## src/rtl/remote_cmd_sched.sv

```systemverilog
// Round-robin scheduler feeding one UART command transmitter, with ACK/NACK/timeout retry.
// Define REMOTE_CMD_SCHED_STATS_EN to build the saturating ack/retry/fail counters.
module remote_cmd_sched #(
    parameter int unsigned TIMEOUT_CYC = 1000000,
    parameter int unsigned MAX_RETRY   = 2,
    parameter logic [7:0]  ACK_BYTE    = 8'hA5
) (
    input  logic        clk,
    input  logic        rst_n,
    input  logic        req0,
    input  logic [15:0] cmd0,
    input  logic        req1,
    input  logic [15:0] cmd1,
    output logic        done0,
    output logic        fail0,
    output logic        done1,
    output logic        fail1,
    output logic        busy,
    output logic        snd_cmd,
    output logic [15:0] cmd,
    input  logic        cmd_snt,
    input  logic        resp_rdy,
    input  logic [7:0]  resp,
    output logic        clr_resp_rdy,
    output logic [15:0] stat_ack,
    output logic [15:0] stat_retry,
    output logic [15:0] stat_fail
);
    localparam int CW = $clog2(TIMEOUT_CYC + 1);
    localparam int RW = $clog2(MAX_RETRY + 2);

    typedef enum logic [2:0] {IDLE, SEND, WAIT_SNT, WAIT_RESP, DONE} state_e;

    state_e        state_q, state_d;
    logic [15:0]   cmd_q, cmd_d;
    logic          owner_q, owner_d;
    logic          last_gnt_q, last_gnt_d;
    logic [RW-1:0] retry_q, retry_d;
    logic [CW-1:0] cnt_q, cnt_d;
    logic [3:0]    pulse_q, pulse_d;   // {fail1, done1, fail0, done0}

    always_ff @(posedge clk or negedge rst_n) begin
        if (!rst_n) begin
            state_q    <= IDLE;
            cmd_q      <= '0;
            owner_q    <= 1'b0;
            last_gnt_q <= 1'b1;
            retry_q    <= '0;
            cnt_q      <= '0;
            pulse_q    <= '0;
        end else begin
            state_q    <= state_d;
            cmd_q      <= cmd_d;
            owner_q    <= owner_d;
            last_gnt_q <= last_gnt_d;
            retry_q    <= retry_d;
            cnt_q      <= cnt_d;
            pulse_q    <= pulse_d;
        end
    end

    always_comb begin
        state_d    = state_q;
        cmd_d      = cmd_q;
        owner_d    = owner_q;
        last_gnt_d = last_gnt_q;
        retry_d    = retry_q;
        cnt_d      = cnt_q;
        pulse_d    = '0;
        case (state_q)
            IDLE: begin
                if (req0 || req1) begin
                    owner_d = (req0 && req1) ? ~last_gnt_q : req1;
                    cmd_d   = owner_d ? cmd1 : cmd0;
                    state_d = SEND;
                end
            end
            SEND: begin
                cnt_d   = '0;
                state_d = WAIT_SNT;
            end
            WAIT_SNT: begin
                // cnt marks the first cycle, while cmd_snt from the last attempt may still be high
                if (cnt_q == '0) begin
                    cnt_d = CW'(1);
                end else if (cmd_snt) begin
                    cnt_d   = '0;
                    state_d = WAIT_RESP;
                end
            end
            WAIT_RESP: begin
                cnt_d = cnt_q + CW'(1);
                if (resp_rdy && resp == ACK_BYTE) begin
                    pulse_d = owner_q ? 4'b0100 : 4'b0001;
                    state_d = DONE;
                end else if (resp_rdy || cnt_q == CW'(TIMEOUT_CYC - 1)) begin
                    if (retry_q < RW'(MAX_RETRY)) begin
                        retry_d = retry_q + RW'(1);
                        state_d = SEND;
                    end else begin
                        pulse_d = owner_q ? 4'b1000 : 4'b0010;
                        state_d = DONE;
                    end
                end
            end
            DONE: begin
                last_gnt_d = owner_q;
                retry_d    = '0;
                state_d    = IDLE;
            end
            default: state_d = IDLE;
        endcase
    end

    assign busy         = (state_q != IDLE);
    assign snd_cmd      = (state_q == SEND);
    assign cmd          = cmd_q;
    assign done0        = pulse_q[0];
    assign fail0        = pulse_q[1];
    assign done1        = pulse_q[2];
    assign fail1        = pulse_q[3];
    // Any response byte is consumed immediately; outside WAIT_RESP it is simply dropped.
    assign clr_resp_rdy = resp_rdy;

`ifdef REMOTE_CMD_SCHED_STATS_EN
    logic [15:0] stat_ack_q, stat_ack_d;
    logic [15:0] stat_retry_q, stat_retry_d;
    logic [15:0] stat_fail_q, stat_fail_d;
    logic        ev_retry;

    assign ev_retry = (state_q == WAIT_RESP) && (state_d == SEND);

    always_comb begin
        stat_ack_d   = stat_ack_q;
        stat_retry_d = stat_retry_q;
        stat_fail_d  = stat_fail_q;
        if ((pulse_d[0] || pulse_d[2]) && stat_ack_q != 16'hFFFF)
            stat_ack_d = stat_ack_q + 16'd1;
        if (ev_retry && stat_retry_q != 16'hFFFF)
            stat_retry_d = stat_retry_q + 16'd1;
        if ((pulse_d[1] || pulse_d[3]) && stat_fail_q != 16'hFFFF)
            stat_fail_d = stat_fail_q + 16'd1;
    end

    always_ff @(posedge clk or negedge rst_n) begin
        if (!rst_n) begin
            stat_ack_q   <= '0;
            stat_retry_q <= '0;
            stat_fail_q  <= '0;
        end else begin
            stat_ack_q   <= stat_ack_d;
            stat_retry_q <= stat_retry_d;
            stat_fail_q  <= stat_fail_d;
        end
    end

    assign stat_ack   = stat_ack_q;
    assign stat_retry = stat_retry_q;
    assign stat_fail  = stat_fail_q;
`else
    assign stat_ack   = '0;
    assign stat_retry = '0;
    assign stat_fail  = '0;
`endif

endmodule

```

## config.mk

```make
export PLATFORM = sky130hd
export DESIGN_NAME = remote_cmd_sched
export DESIGN_NICKNAME = d
export VERILOG_FILES = /design/src/rtl/remote_cmd_sched.sv
export SDC_FILE = /design/constraint.sdc
export NUM_CORES = 1
export LEC_CHECK = 0
export CAP_MARGIN = 0
export CORE_MARGIN = 5
export CORE_UTILIZATION = 43
export DETAILED_ROUTE_END_ITERATION = 16
export GPL_TIMING_DRIVEN = 0
export PLACE_DENSITY = 0.87
export SYNTH_ARGS = -nofsm -noshare
export SYNTH_HDL_FRONTEND = slang
export SYNTH_SLANG_ARGS = --single-unit
```

## constraint.sdc

```tcl
create_clock -name clk -period 2.3 [get_ports clk]
set_input_delay 0.23 -clock clk [delete_from_list [all_inputs] [get_ports clk]]
set_output_delay 0.23 -clock clk [all_outputs]
set_load 0.005 [all_outputs]
```

==> flow_summary.yaml, run 1 <==
die:
  initial_utilization_pct: 44.3
  fp.coreArea_sq_mm: 0.00635
  rows: 29
  die_h_microns: 90.9
  die_x_microns: 90.9
  ios: 117
  dieArea_sq_mm: 0.00826
clock_tree:
  clk_root_buffer_cell: "clkbuf_8"
  clock_latency_ps: 300
  cts_tree: "yes"
  path_clk_slew_ps: 90
  cts-htree-levels: 2
  cts_buffers: 5
  clock_path_buffers: 2
  clkSinkCount: 47
sta:
  worst_slew_pin_slew_ps: 693
  slew_headroom_pct: 53.8
  fmax_mhz: 449
  finalCritPeriodShare_pct: 96.9
  whs_ps: 328
  maxSlewViolCount: 0
  setup_viol_count_final: 0
  fin_crit_ps: 2230
  finalHoldViolCount: 0
  fin_skew_ps: 9.78
  fin_ws_ps: 71.0
detailed_routing:
  drc: 0
  avgViaCountPerCell: 5.07
  drtPass1Iterations: 4
  wl_microns: 7570
  ant_nets: 0
  drt_iter0_markers: 203
  wl_per_cell_microns: 14.7
  num_vias: 2613
hold_path:
  hold_class: "input port to asynchronous set/reset pin"
synth:
  ys_ff_latch: 47
  yosysMostFrequentCell: "buf_4"
  synth_edf_count: 0
  avgSynthCellArea_sq_um: 9.14
  synthCells: 308
  synth_top_area_share_pct: 40.9
  synth.largest_area_cell: "dfrtp_1"
  ys_seq_area_share_pct: 41.8
  async_reset_ff_share_pct: 100
  synth_area_sq_mm: 0.00281
  synth_warnings: 0
  synth_top_cells_by_count: "buf_4 (49), dfrtp_1 (46), nor2_1 (33)"
  synth_cell_types: 47
  synthFlopType: "dfrtp_1"
  synthTopCellsByArea: "dfrtp_1 (41%), buf_4 (13%), mux2i_1 (5.7%)"
place:
  globalplace.congestion: 0.886
  dpl_worst_slack_ps: 56.6
  hpwl_microns: 5850
  port_buffers: 68
global_routing:
  antenna_found_initial: 0
  grt_pass1_vias: 2605
  grt_max_degree: 38
  grt_pass1_wl_microns: 12500
  grt_overflow: 0
  grtUsageTotal_pct: 18.1
pwr:
  total_power_uw: 3510
  power.density_mw_per_mm2: 890
  ir_worst_vdd_uv: 561
  leakage_uw: 0.00181
critical_path:
  cp.required_ps: 2470
  worst_setup_path_start_kind: "flop"
  slowest_stage: "or4_1"
  slowest_delay_ps: 570
  critPathKind: "flop to flop"
  arrival_ps: 2400
  crit_chain: "or4_1, nor4_4, a31oi_4, buf_4, o21ai_0, o31ai_1"
  worstPathMaxFanout: 7
  end_kind: "flop"
job:
  max_cap_violations: 0
layout:
  fillers: 525
  diodes: 0
  nNetsFinal: 485
  syn2layout_area_growth_pct: 40.2
  drive_gt1_share_pct: 18.0
status:
  status: "finished clean"
critical path: cells and delay by family (launching register included):
| family | cells | cell delay, ps |
|---|---|---|
| buf+inv | 1 | 180 |
| simple gates | 2 | 970 |
| flops | 1 | 460 |
| compound gates | 3 | 490 |
final timing paths:
check / slack (ps) / startpoint / cells after the start / endpoint
min in group clk: 470 / owner_q$_DFFE_PN0P_ / 1 / pulse_q[0]$_DFF_PN0_
setup / recovery: 70 / cnt_q[14]$_DFFE_PN0P_ / 6 / cnt_q[16]$_DFFE_PN0P_
setup reg to reg: 70 / cnt_q[14]$_DFFE_PN0P_ / 6 / cnt_q[16]$_DFFE_PN0P_
max in group asynchronous: 1430 / rst_n / 3 / last_gnt_q$_DFFE_PN1P_
hold reg to reg: 470 / owner_q$_DFFE_PN0P_ / 1 / pulse_q[0]$_DFF_PN0_
hold / removal: 330 / rst_n / 2 / cnt_q[10]$_DFFE_PN0P_
logic make-up (layout without fill, tap and decap cells):
group / Yosys count / in the layout / share of synthesized area, %
other: 1 / 48 / 0.133
adder cells (fa/ha/maj): 2 / 2 / 0.889
multiplexers: 16 / 16 / 5.69
AND/OR/NAND/NOR: 95 / 95 / 18.3
AO/OA/AOI/OAI: 77 / 77 / 16.9
buffers and inverters: 70 / 153 / 16.2
flip-flops: 47 / 47 / 41.8
cells in the final DEF (no fill, tap or decap), types with 7 or more instances in the layout:
master / synthesis / layout
a21oi_1: 29 / 29
buf_4: 49 / 54
clkbuf_1: 9 / 10
clkdlybuf4s50_1: 0 / 67
conb_1: 1 / 48
dfrtp_1: 46 / 45
inv_1: 7 / 7
mux2i_1: 16 / 16
nand2_1: 12 / 12
nand3_1: 7 / 7
nor2_1: 33 / 33
o21ai_0: 14 / 14
o31ai_1: 10 / 10
timing repair:
action / 4_1_cts / 5_1_grt
gates cloned: 0 / 0
gates resized for setup: 1 / 3
pin swaps: 0 / 2
setup buffers: 0 / 5
endpoints found under the setup margin: 1 / 14
hold endpoints to repair: 10 / 0
hold buffers: 1 / 0
area by class of cell:
cell class,instances,area [sq um],area share [%]
well taps,77,96.3,2.44
clock inverters,1,8.76,0.222
clock buffers,7,86.3,2.19
plain buffers,63,430,10.9
inverters,7,26.3,0.666
flip-flops and latches,47,1180,29.9
repair buffers,75,743,18.8
multi-input cells,238,1380,34.9
report_power, final:
part / switching, uW / total [uW] / leakage [uW] / internal [uW]
combinational: 898 / 1760 / 0.00118 / 859
sequential: 171 / 1230 / 0.000587 / 1060
clock: 280 / 527 / 0.0000484 / 247
total: 1350 / 3510 / 0.00181 / 2160
per-layer routing:
metal  global-route usage [%]  part of all wire, %  vias to the layer above
li1                         -                    -                     1256
met1                     21.7                   38                     1236
met2                     31.1                   53                      106
met3                     4.67                  7.4                       15
met4                     6.72                  1.9                        0
met5                        0                    0                        -
stage by stage:
step | TNS, ps | std cells | cell area [sq um] | utilization (%)
after floorplan | 0 | 355 | 2990 | -
after CTS | 0 | 510 | 3890 | 61.3
after detailed placement | 0 | 501 | 3780 | 59.6
final | 0 | 515 | 3950 | 62.1
after global routing | -0.194 | 515 | 3950 | 62.1
after global placement | -12030 | 500 | 3770 | 59.3
state kept, by name, summed over array words and instances, names as in the netlist:
name,flops
cnt_q,20
cmd,16
pulse_q,4
state_q,3
retry_q,2
last_gnt_q,1
owner_q,1
No activity file was read; power rests on OpenSTA's default activity.
==> run 2: changes to the inputs <==
--- a/config.mk
+++ b/config.mk
@@ -11,6 +11,7 @@
 export DETAILED_ROUTE_END_ITERATION = 16
 export GPL_TIMING_DRIVEN = 0
 export PLACE_DENSITY = 0.87
+export SLEW_MARGIN = 20
 export SYNTH_ARGS = -nofsm -noshare
 export SYNTH_HDL_FRONTEND = slang
 export SYNTH_SLANG_ARGS = --single-unit
==> run 2 against run 1 <==
Against the previous run: register-to-register slack hardly changed; sequential power hardly changed; worst setup slack better by 3.6 ps; global-route usage is 0.38 points higher; cell count is 0.19% lower; largest cell class unchanged.
==> flow_summary.yaml, run 2 (synthesized netlist as in run 1, its figures left out) <==
status:
  status: "finished clean"
layout:
  drive_gt1_share_pct: 17.8
  largest-register: "cnt_q"
  largest_reg_flops: 20
  layout_commonest_cell: "clkdlybuf4s50_1"
  final_cell_mix: "clkdlybuf4s50_1 (67), buf_4 (53), conb_1 (48)"
  syn2layout_area_growth_pct: 39.9
  diodes: 0
  fillers: 532
  utilization_pct: 62.0
  nNetsFinal: 484
  instances_no_fill: 514
  fin_area_sq_mm: 0.00394
sta:
  whs_ps: 472
  slew_headroom_pct: 52.3
  finalCritPeriodShare_pct: 96.8
  fmax_mhz: 449
  maxSlewViolCount: 0
  setup_viol_count_final: 0
  finalHoldViolCount: 0
  fin_skew_ps: 12.9
  rsz0062_at_grt: "yes"
  tns_ps: 0
  fin_crit_ps: 2230
  worst_slew_pin_slew_ps: 715
hold_path:
  hold_end: "pulse_q[0]$_DFF_PN0_"
  whs_path_depth: 1
  hold_class: "flop to flop"
  hp-start: "owner_q$_DFFE_PN0P_"
critical_path:
  r2r_cells: 6
  rr_startpoint: "cnt_q[14]$_DFFE_PN0P_"
  worstPathBufferInverterCount: 1
  critPathKind: "flop to flop"
  end_kind: "flop"
  slowest_stage: "or4_1"
  worst_path_dominant_cell_family: "simple AND/OR/NAND/NOR gates"
  arrival_ps: 2380
  r2r-end: "cnt_q[5]$_DFFE_PN0P_"
  slowest_delay_ps: 580
  cp.required_ps: 2460
  worstPathMaxFanout: 10
  regToRegSetupSlack_ps: 70
  worst_setup_path_start_kind: "flop"
  crit_chain: "or4_1, nor4_4, a31oi_4, buf_6, o21ai_2, o31ai_1"
clock_tree:
  cts_tree: "yes"
  cts_buffers: 5
  clock_latency_ps: 310
  clk_root_buffer_cell: "clkbuf_8"
  cts-htree-levels: 2
  path_clk_slew_ps: 90
  clock_path_buffers: 2
  clkSinkCount: 47
die:
  die_x_microns: 90.9
  ios: 117
  initial_utilization_pct: 44.3
  die_h_microns: 90.9
  fp.coreArea_sq_mm: 0.00635
  rows: 29
  dieArea_sq_mm: 0.00826
global_routing:
  grt_max_degree: 30
  antenna_found_initial: 0
  grt_overflow: 0
  grtUsageTotal_pct: 18.5
  grt_pass1_wl_microns: 12800
  grt_pass1_vias: 2554
place:
  dpl_cell_area_sq_mm: 0.00379
  port_buffers: 68
  dpl.cell_count: 501
  globalplace.congestion: 0.886
  hpwl_microns: 5890
pwr:
  ir_worst_vdd_uv: 521
  leakage_uw: 0.00181
  power.density_mw_per_mm2: 885
detailed_routing:
  wl_per_cell_microns: 15.0
  drtPass1Iterations: 5
  drt_iter0_markers: 189
  drc: 0
  wl_microns: 7700
  ant_nets: 0
  avgViaCountPerCell: 5.16
  num_vias: 2651
job:
  max_cap_violations: 0
run 2: changes by cell type in the layout (fill, tap and decap cells not counted):
| cell | delta |
|---|---|
| clkbuf_1 | -1 |
| clkbuf_8 | -1 |
| clkinv_4 | -1 |
| buf_4 | -1 |
| buf_12 | -1 |
| clkinv_2 | +2 |
| buf_16 | +1 |
| dfrtp_1 | +1 |
| inv_6 | +1 |
| dfrtp_2 | -1 |
run 2: how the worst max path moves through the flow:
stage,startpoint,end,slack (ps),cells past startpoint
final,cnt_q[14]$_DFFE_PN0P_,cnt_q[5]$_DFFE_PN0P_,70,6
after CTS,cnt_q[10]$_DFFE_PN0P_,cnt_q[5]$_DFFE_PN0P_,50,6
after global placement,rst_n,cmd[8]$_DFFE_PN0P_,-260,1
after global routing,cnt_q[14]$_DFFE_PN0P_,cnt_q[5]$_DFFE_PN0P_,-20,6
after detailed placement,req1,cmd[5]$_DFFE_PN0P_,50,6
after floorplan,cnt_q[10]$_DFFE_PN0P_,cnt_q[8]$_DFFE_PN0P_,300,6
run 2: where the power goes:
| group | internal [uW] | switching, uW |
|---|---|---|
| Sequential | 1060 | 172 |
| Clock | 214 | 292 |
| Combinational | 845 | 905 |
| Total | 2120 | 1370 |
run 2: timing repair:
item                       in CTS  in global routing
hold endpoints to repair       27                  0
setup endpoints to repair       0                 14
setup buffers                   0                  4
gates resized for setup         0                  3
hold buffers                    1                  0
run 2: layout make-up:
cell class	instances	area, sq um	area share, %
buffer	63	430	10.9
clock buffer	5	68.8	1.75
clock inverter	3	18.8	0.477
inverter	7	26.3	0.667
multi-input combinational	238	1380	35.0
sequential	47	1180	29.9
tap	77	96.3	2.45
timing repair buffer	74	743	18.9
run 2: per-layer routing:
metal  vias to the layer above  global-route usage [%]  part of all wire [%]  wire (microns)
met4                         0                    6.60                   2.5             193
met2                       120                    32.3                    52            4030
met5                         -                       0                     0               0
met3                        16                    5.00                   7.4             569
li1                       1254                       -                     -               -
met1                      1261                    21.6                    38            2900
run 2: through the flow:
stage	worst slack [ps]	total power, uW
global placement	-263	2800
global route	-22.2	3730
floorplan	303	2170
finish	74.6	3490
CTS	50.8	3410
detailed placement	54.4	2890
